File: src/rtl/logic4_pkg.sv
// Shared constants and types for the 4-bit logic library.
package logic4_pkg;

    // Operand width of every 4-bit logic block.
    localparam int XOR_W = 4;

    // Width of a population count over one operand; must hold the value 4.
    localparam int HD_W = 3;

    // One 4-bit operand.
    typedef logic [XOR_W-1:0] nib_t;

endpackage : logic4_pkg

File: src/rtl/popcount4.sv
// Combinational population count of a 4-bit vector (result 0..4).
module popcount4
    import logic4_pkg::*;
(
    input  logic [XOR_W-1:0] v,
    output logic [HD_W-1:0]  cnt
);

    // Sum the set bits of the input vector.
    always_comb begin
        // NOTE: assigning a default before the loop keeps every path driven, so no latch is inferred.
        cnt = '0;
        for (int i = 0; i < XOR_W; i++) begin
            cnt = cnt + HD_W'(v[i]);
        end
    end

endmodule : popcount4

File: src/rtl/xor_4b.sv
// Bitwise 4-bit XOR with a combinational result and a registered copy
// carrying Hamming distance, odd parity and an equality flag.
module xor_4b
    import logic4_pkg::*;
(
    input  logic              clk,
    input  logic              rst_n,
    input  logic [XOR_W-1:0]  A,
    input  logic [XOR_W-1:0]  B,
    input  logic              en,
    output logic [XOR_W-1:0]  Y,
    output logic [XOR_W-1:0]  Y_q,
    output logic [HD_W-1:0]   hd_q,
    output logic              par_q,
    output logic              eq_q,
    output logic              vld_q
);

    nib_t              diff;
    logic [HD_W-1:0]   hd;
    logic              par;
    logic              eq;

    // XOR array; Y depends on nothing but the two operands.
    assign diff = A ^ B;
    assign Y    = diff;

    // Status derived from the same difference vector, so eq/par/hd always agree.
    assign par = ^diff;
    assign eq  = (diff == '0);

    popcount4 u_popcount4 (
        .v   (diff),
        .cnt (hd)
    );

    // Single register stage: synchronous reset first, then enabled capture.
    always_ff @(posedge clk) begin
        // NOTE: the reset is synchronous, so rst_n stays out of the sensitivity list.
        if (!rst_n) begin
            // NOTE: non-blocking assignments keep every register sampling pre-edge values.
            Y_q   <= '0;
            hd_q  <= '0;
            par_q <= 1'b0;
            eq_q  <= 1'b1;
            vld_q <= 1'b0;
        end else if (en) begin
            Y_q   <= diff;
            hd_q  <= hd;
            par_q <= par;
            eq_q  <= eq;
            vld_q <= 1'b1;
        end else begin
            vld_q <= 1'b0;
        end
    end

endmodule : xor_4b

File: config.mk
export PLATFORM = sky130hd
export DESIGN_NAME = xor_4b
export DESIGN_NICKNAME = d
export VERILOG_FILES = /design/src/rtl/logic4_pkg.sv /design/src/rtl/popcount4.sv /design/src/rtl/xor_4b.sv
export SDC_FILE = /design/constraint.sdc
export NUM_CORES = 1
export LEC_CHECK = 0
export BUFFER_PORTS_ARGS = -buffer_cell sky130_fd_sc_hd__buf_2
export CORE_AREA = 2 2 39 41
export DETAILED_ROUTE_END_ITERATION = 6
export DIE_AREA = 0 0 41 43
export PLACE_DENSITY = 0.71
export SYNTH_ARGS = -nofsm -noshare
export SYNTH_HDL_FRONTEND = slang
export SYNTH_HIERARCHICAL = 1
export SYNTH_SLANG_ARGS = --single-unit
File: constraint.sdc
create_clock -name clk -period 2.5 [get_ports clk]
set_clock_uncertainty 0.2 [all_clocks]
set_input_delay 0.25 -clock clk [delete_from_list [all_inputs] [get_ports clk]]
set_output_delay 0.25 -clock clk [all_outputs]
set_load 0.02 [all_outputs]
# After elaboration in Yosys (flattened, before gate mapping)

Cells that the tools add are included.

Logic and storage cells: 12
Bits of input ports: 11
Register bits: 10

Reduce and logical (&&, ||, !) cells: 2
$add $sub $neg: 3
Bitwise gates (word level): 1
Muxes and demuxes: 1

Operators with widths:

| kind             | count |
|---|---|
| $add 3x1->3      | 2 |
| $logic_not 4->1  | 1 |
| $reduce_xor 4->1 | 1 |
| $xor 4x4->4      | 1 |
| $add 1x1->2      | 1 |
| $mux 1           | 1 |

# Longest topological paths before layout

Depth in word-level cells: 4
Mapped depth: 9
Gate-level depth less buffers: 9

# By module

The synthesis kept the hierarchy.

By module, submodules not included:

| module    | times used | area an instance (sq um) | cells an instance |
|---|---|---|---|
| xor_4b    | 1          | 475.5                    | 43 |
| popcount4 | 1          | 63.8                     | 8 |

# Least setup slack after synthesis

Ideal clock, no wire load.

Kind: input -> register
From: in A[0]
To: reg hd_q[1]
Path slack: 369 ps
Library setup time: 116 ps
Path buffers: 0
Arrival time: 1815 ps
Required time: 2184 ps
Cell stages on the path: 9
Cells stage by stage: xnor2_1 -> inv_1 -> inv_1 -> fa_1 -> inv_1 -> ha_1 -> ha_1 -> mux2i_1 -> nor2b_1

Cells in the longest elaborated chain, start to end: 4

Ends and longest elaborated chain:

| item                      | line            | RTL |
|---|---|---|
| start, declared           | xor_4b.sv:8     | `input logic [XOR_W-1:0] A,` |
| $xor 4x4->4               | xor_4b.sv:25    | `assign diff = A ^ B;` |
| named net Y[0]            | xor_4b.sv:11    | `output logic [XOR_W-1:0] Y,` |
| $add 1x1->2               | popcount4.sv:14 | `cnt = cnt + HD_W'(v[i]);` |
| $add 3x1->3 (2 in series) | popcount4.sv:14 |  |
| named net hd[1]           | xor_4b.sv:20    | `logic [HD_W-1:0] hd;` |
| end signal, assigned      | xor_4b.sv:43    | `hd_q <= '0;` |
| end signal, assigned      | xor_4b.sv:49    | `hd_q <= hd;` |
| end, declared             | xor_4b.sv:13    | `output logic [HD_W-1:0] hd_q,` |

The timed path passes the listed nets, and every way through them passes these cells.
A chain may end at the register's enable or synchronous reset.

# Worst setup path after layout

From: in B[3]
To: reg hd_q[1]

Cells in the longest elaborated chain, start to end: 2

Ends and longest elaborated chain:

| item            | line            | RTL |
|---|---|---|
| start, declared | xor_4b.sv:9     | `input logic [XOR_W-1:0] B,` |
| $xor 4x4->4     | xor_4b.sv:25    |  |
| $add 3x1->3     | popcount4.sv:14 |  |
| named net hd[1] | xor_4b.sv:20    |  |

The timed path passes the listed nets, and every way through them passes these cells.

==> summary.md <==
| Metric | Value |
|---|---|
| Crit path kind | input port to flop |
| Ports | 25 |
| Place WS | 0.2980 ns |
| Vias per cell | 4.319 |
| Cell count after synthesis | 51 |
| Final Hold Fails | 0 |
| Post-CTS Resized | 0 |
| Synth unique cells | 14 |
| Sink Count | 10 |
| Register Area | 200.2 µm² |
| Clock Tree Buf Depth | 2 |
| Area delta synth->final | 28.31% |
| Synthesized-area fraction occupied by adder cells | 12.99% |
| Tcrit/Tclk final | 76.75% |
| Core area | 0.001384 mm² |
| Diodes inserted | 0 |
| Setup violators final | 0 |
| Iter 0 DRT Violations | 3 |
| Mux share of post-synthesis cell area | 5.568% |
| DIE WIDTH | 41 µm |
| Max Slew Vio Count | 0 |
| Lkg Pwr | 0.0003587 µW |
| TritonCTS buffer count | 3 |
| Relative slew slack | 72.75% |
| Die area | 0.001763 mm² |
| Power per cell area | 684.6 mW/mm² |
| CP Buf/Inv Count | 4 |
| Most used cell, CP | inv_1 |
| Critical Path Fanout Max | 3 |
| Cell Chain, Critical Path | buf_2 -> xnor2_1 -> inv_1 -> inv_1 -> fa_1 -> inv_1 -> ha_1 -> ha_1 -> mux2i_1 -> nor2b_1 |
| Final ANT Viol Nets | 0 |
| Design area | 691.9 µm² |
| GRT Util Overall | 12.46% |
| First-pass GRT wire length | 1421 µm |
| Area of the multi-input gates | 274.0 µm² |
| FP Rows | 14 |
| Die height | 43 µm |
| CTS tree | built |
| Status | completed |
| Slowest CP cell | fa_1 |
| IO Port Bufs | 24 |
| Clk slew on worst S/H paths | 0.07 ns |
| Ratio of cells with drive above 1 in the final layout | 51.28% |
| Vias in the first global route | 367 |
| Initial antenna violation count | 0 |
| Post-layout net count | 95 |
| Sequential fraction of the synthesis area | 37.12% |
| Starting Density | 38.97% |
| Filler instances | 137 |
| Max Freq | 0.5212 GHz |
| Crit path largest cell delay | 0.40 ns |
| Max Cap Viol | 0 |
| Remaining Overflow, GRT | 0 |
| Largest family of logic cells by synthesized area | compound AO/OA/AOI/OAI gates |
| Worst VDD drop | 0.2171 mV |
| Tmin final | 1.919 ns |
| Synth warn | 6 |
| Synthesized cell area | 539.3 µm² |
| Simple-gate share of the synthesized area | 7.889% |
| Post-CTS Repair Setup Buffers | 0 |
| Synthesized flop and latch total | 10 |
| Synth Area in Compound Gates | 16.24% |
| Total Wirelength | 929 µm |
| Hold buffers post-CTS | 0 |
| DRC violations left | 0 |
| Final worst-path setup slack | 0.5813 ns |
| Mean post-synth cell area | 10.57 µm² |
| Synthesized Nets | 67 |
| Clk Latency, worst-skew pair | 0.26 ns |
| Hpwl dp | 739.1 µm |
| Data required, critical path | 2.46 ns |
| Worst setup EP type | flop |
| 1st-pass router iterations | 3 |
| CTS H-tree lvls | 1 |
| CP top delay family | adder cells |
| Routed wire length per instance | 9.883 µm |
| Post-synthesis xor/xnor area fraction | 8.121% |
| Total number of vias | 406 |
| Worst Tran Pin Value | 0.4087 ns |
| Setup crit start kind | input port |
| Pin count of the biggest net entering global routing | 17 |
| Worst path arrival time | 1.88 ns |
| Setup_tns | 0 ns |
| RSZ-0062 raised after global routing | false |
| Placement Cell Area | 655.6 µm² |
| Worst hold-check path type | input port to flop |
| Root buffer cell | clkbuf_4 |
| GPL Wtd Cong | 0.7129 |
## path summary, 6_finish.rpt
kind / cells past startpoint / endpoint / slack [ns] / from
setup / recovery: 10 / hd_q[1] / 0.58 / B[3]
hold / removal: 2 / eq_q / 0.07 / rst_n
setup reg to reg: 2 / Y_q[0] / 1.68 / Y_q[0]
hold reg to reg: 2 / eq_q / 0.27 / eq_q
## report_power, final
group / internal [µW] / switching [µW] / total, µW
Sequential: 176 / 8.02 / 184
Combinational: 59.9 / 85.7 / 146
Clock: 88.3 / 56.2 / 145
## cells in the mapped netlist
master	instances	area share, %
inv_1	9	6.3
dfxtp_1	10	37
ha_1	4	9.3
a21oi_2	5	8.1
and2_2	1	1.4
mux2i_1	3	5.6
buf_12	1	3.7
xnor2_1	5	8.1
buf_6	1	2.1
fa_1	1	3.7
nand2b_1	1	1.2
nand3_1	2	1.9
nor2b_1	3	3.5
o21ai_2	5	8.1
## stage by stage
step | hold slack [ns] | std cells | power (µW) | utilization [%]
after floorplan | 0.1218 | 51 | 291.3 | -
after global placement | 0.2539 | 90 | 328.5 | 47.38
after detailed placement | 0.2573 | 90 | 334.4 | 47.38
after CTS | 0.06999 | 94 | 480.3 | 50.00
after global routing | 0.08583 | 94 | 508.6 | 50.00
final | 0.07313 | 94 | 473.7 | 50.00
## cell usage in the layout (no fill, tap or decap)
cell / count
xnor2_1: 5
and2_2: 1
inv_1: 9
o21ai_2: 5
buf_2: 24
ha_1: 4
nand2b_1: 1
fa_1: 1
mux2i_1: 3
dfxtp_1: 10
nor2b_1: 3
clkbuf_4: 3
clkbuf_8: 1
buf_4: 1
nand3_1: 2
a21oi_2: 5
## per-layer routing
metal | track usage, % | share of wire [%] | vias up
li1 | - | - | 218
met1 | 15.16 | 47 | 170
met2 | 17.50 | 44 | 16
met3 | 4.712 | 7.1 | 2
met4 | 8.000 | 1.5 | 0
met5 | 0 | 0 | -
## flip-flops by register name, indices dropped and copies added (netlist names)
name   count
eq_q       1
hd_q       3
par_q      1
Y_q        4
vld_q      1
## kinds of logic after synthesis
logic type / after synthesis
AOI/OAI and AO/OA: 10
xor gates and xnor gates: 5
adders and majority gates: 5
buffers and inverters: 11
DFF: 10
muxes: 3
and+or+nand+nor: 7
## final cells by class
type | instances | area share [%]
Tap cell | 16 | 2.893
Inverter | 9 | 4.882
Timing Repair Buffer | 25 | 18.44
Clock buffer | 4 | 5.244
Sequential cell | 10 | 28.93
Multi-Input combinational cell | 30 | 39.60
Power figures use the tool's default switching activity.
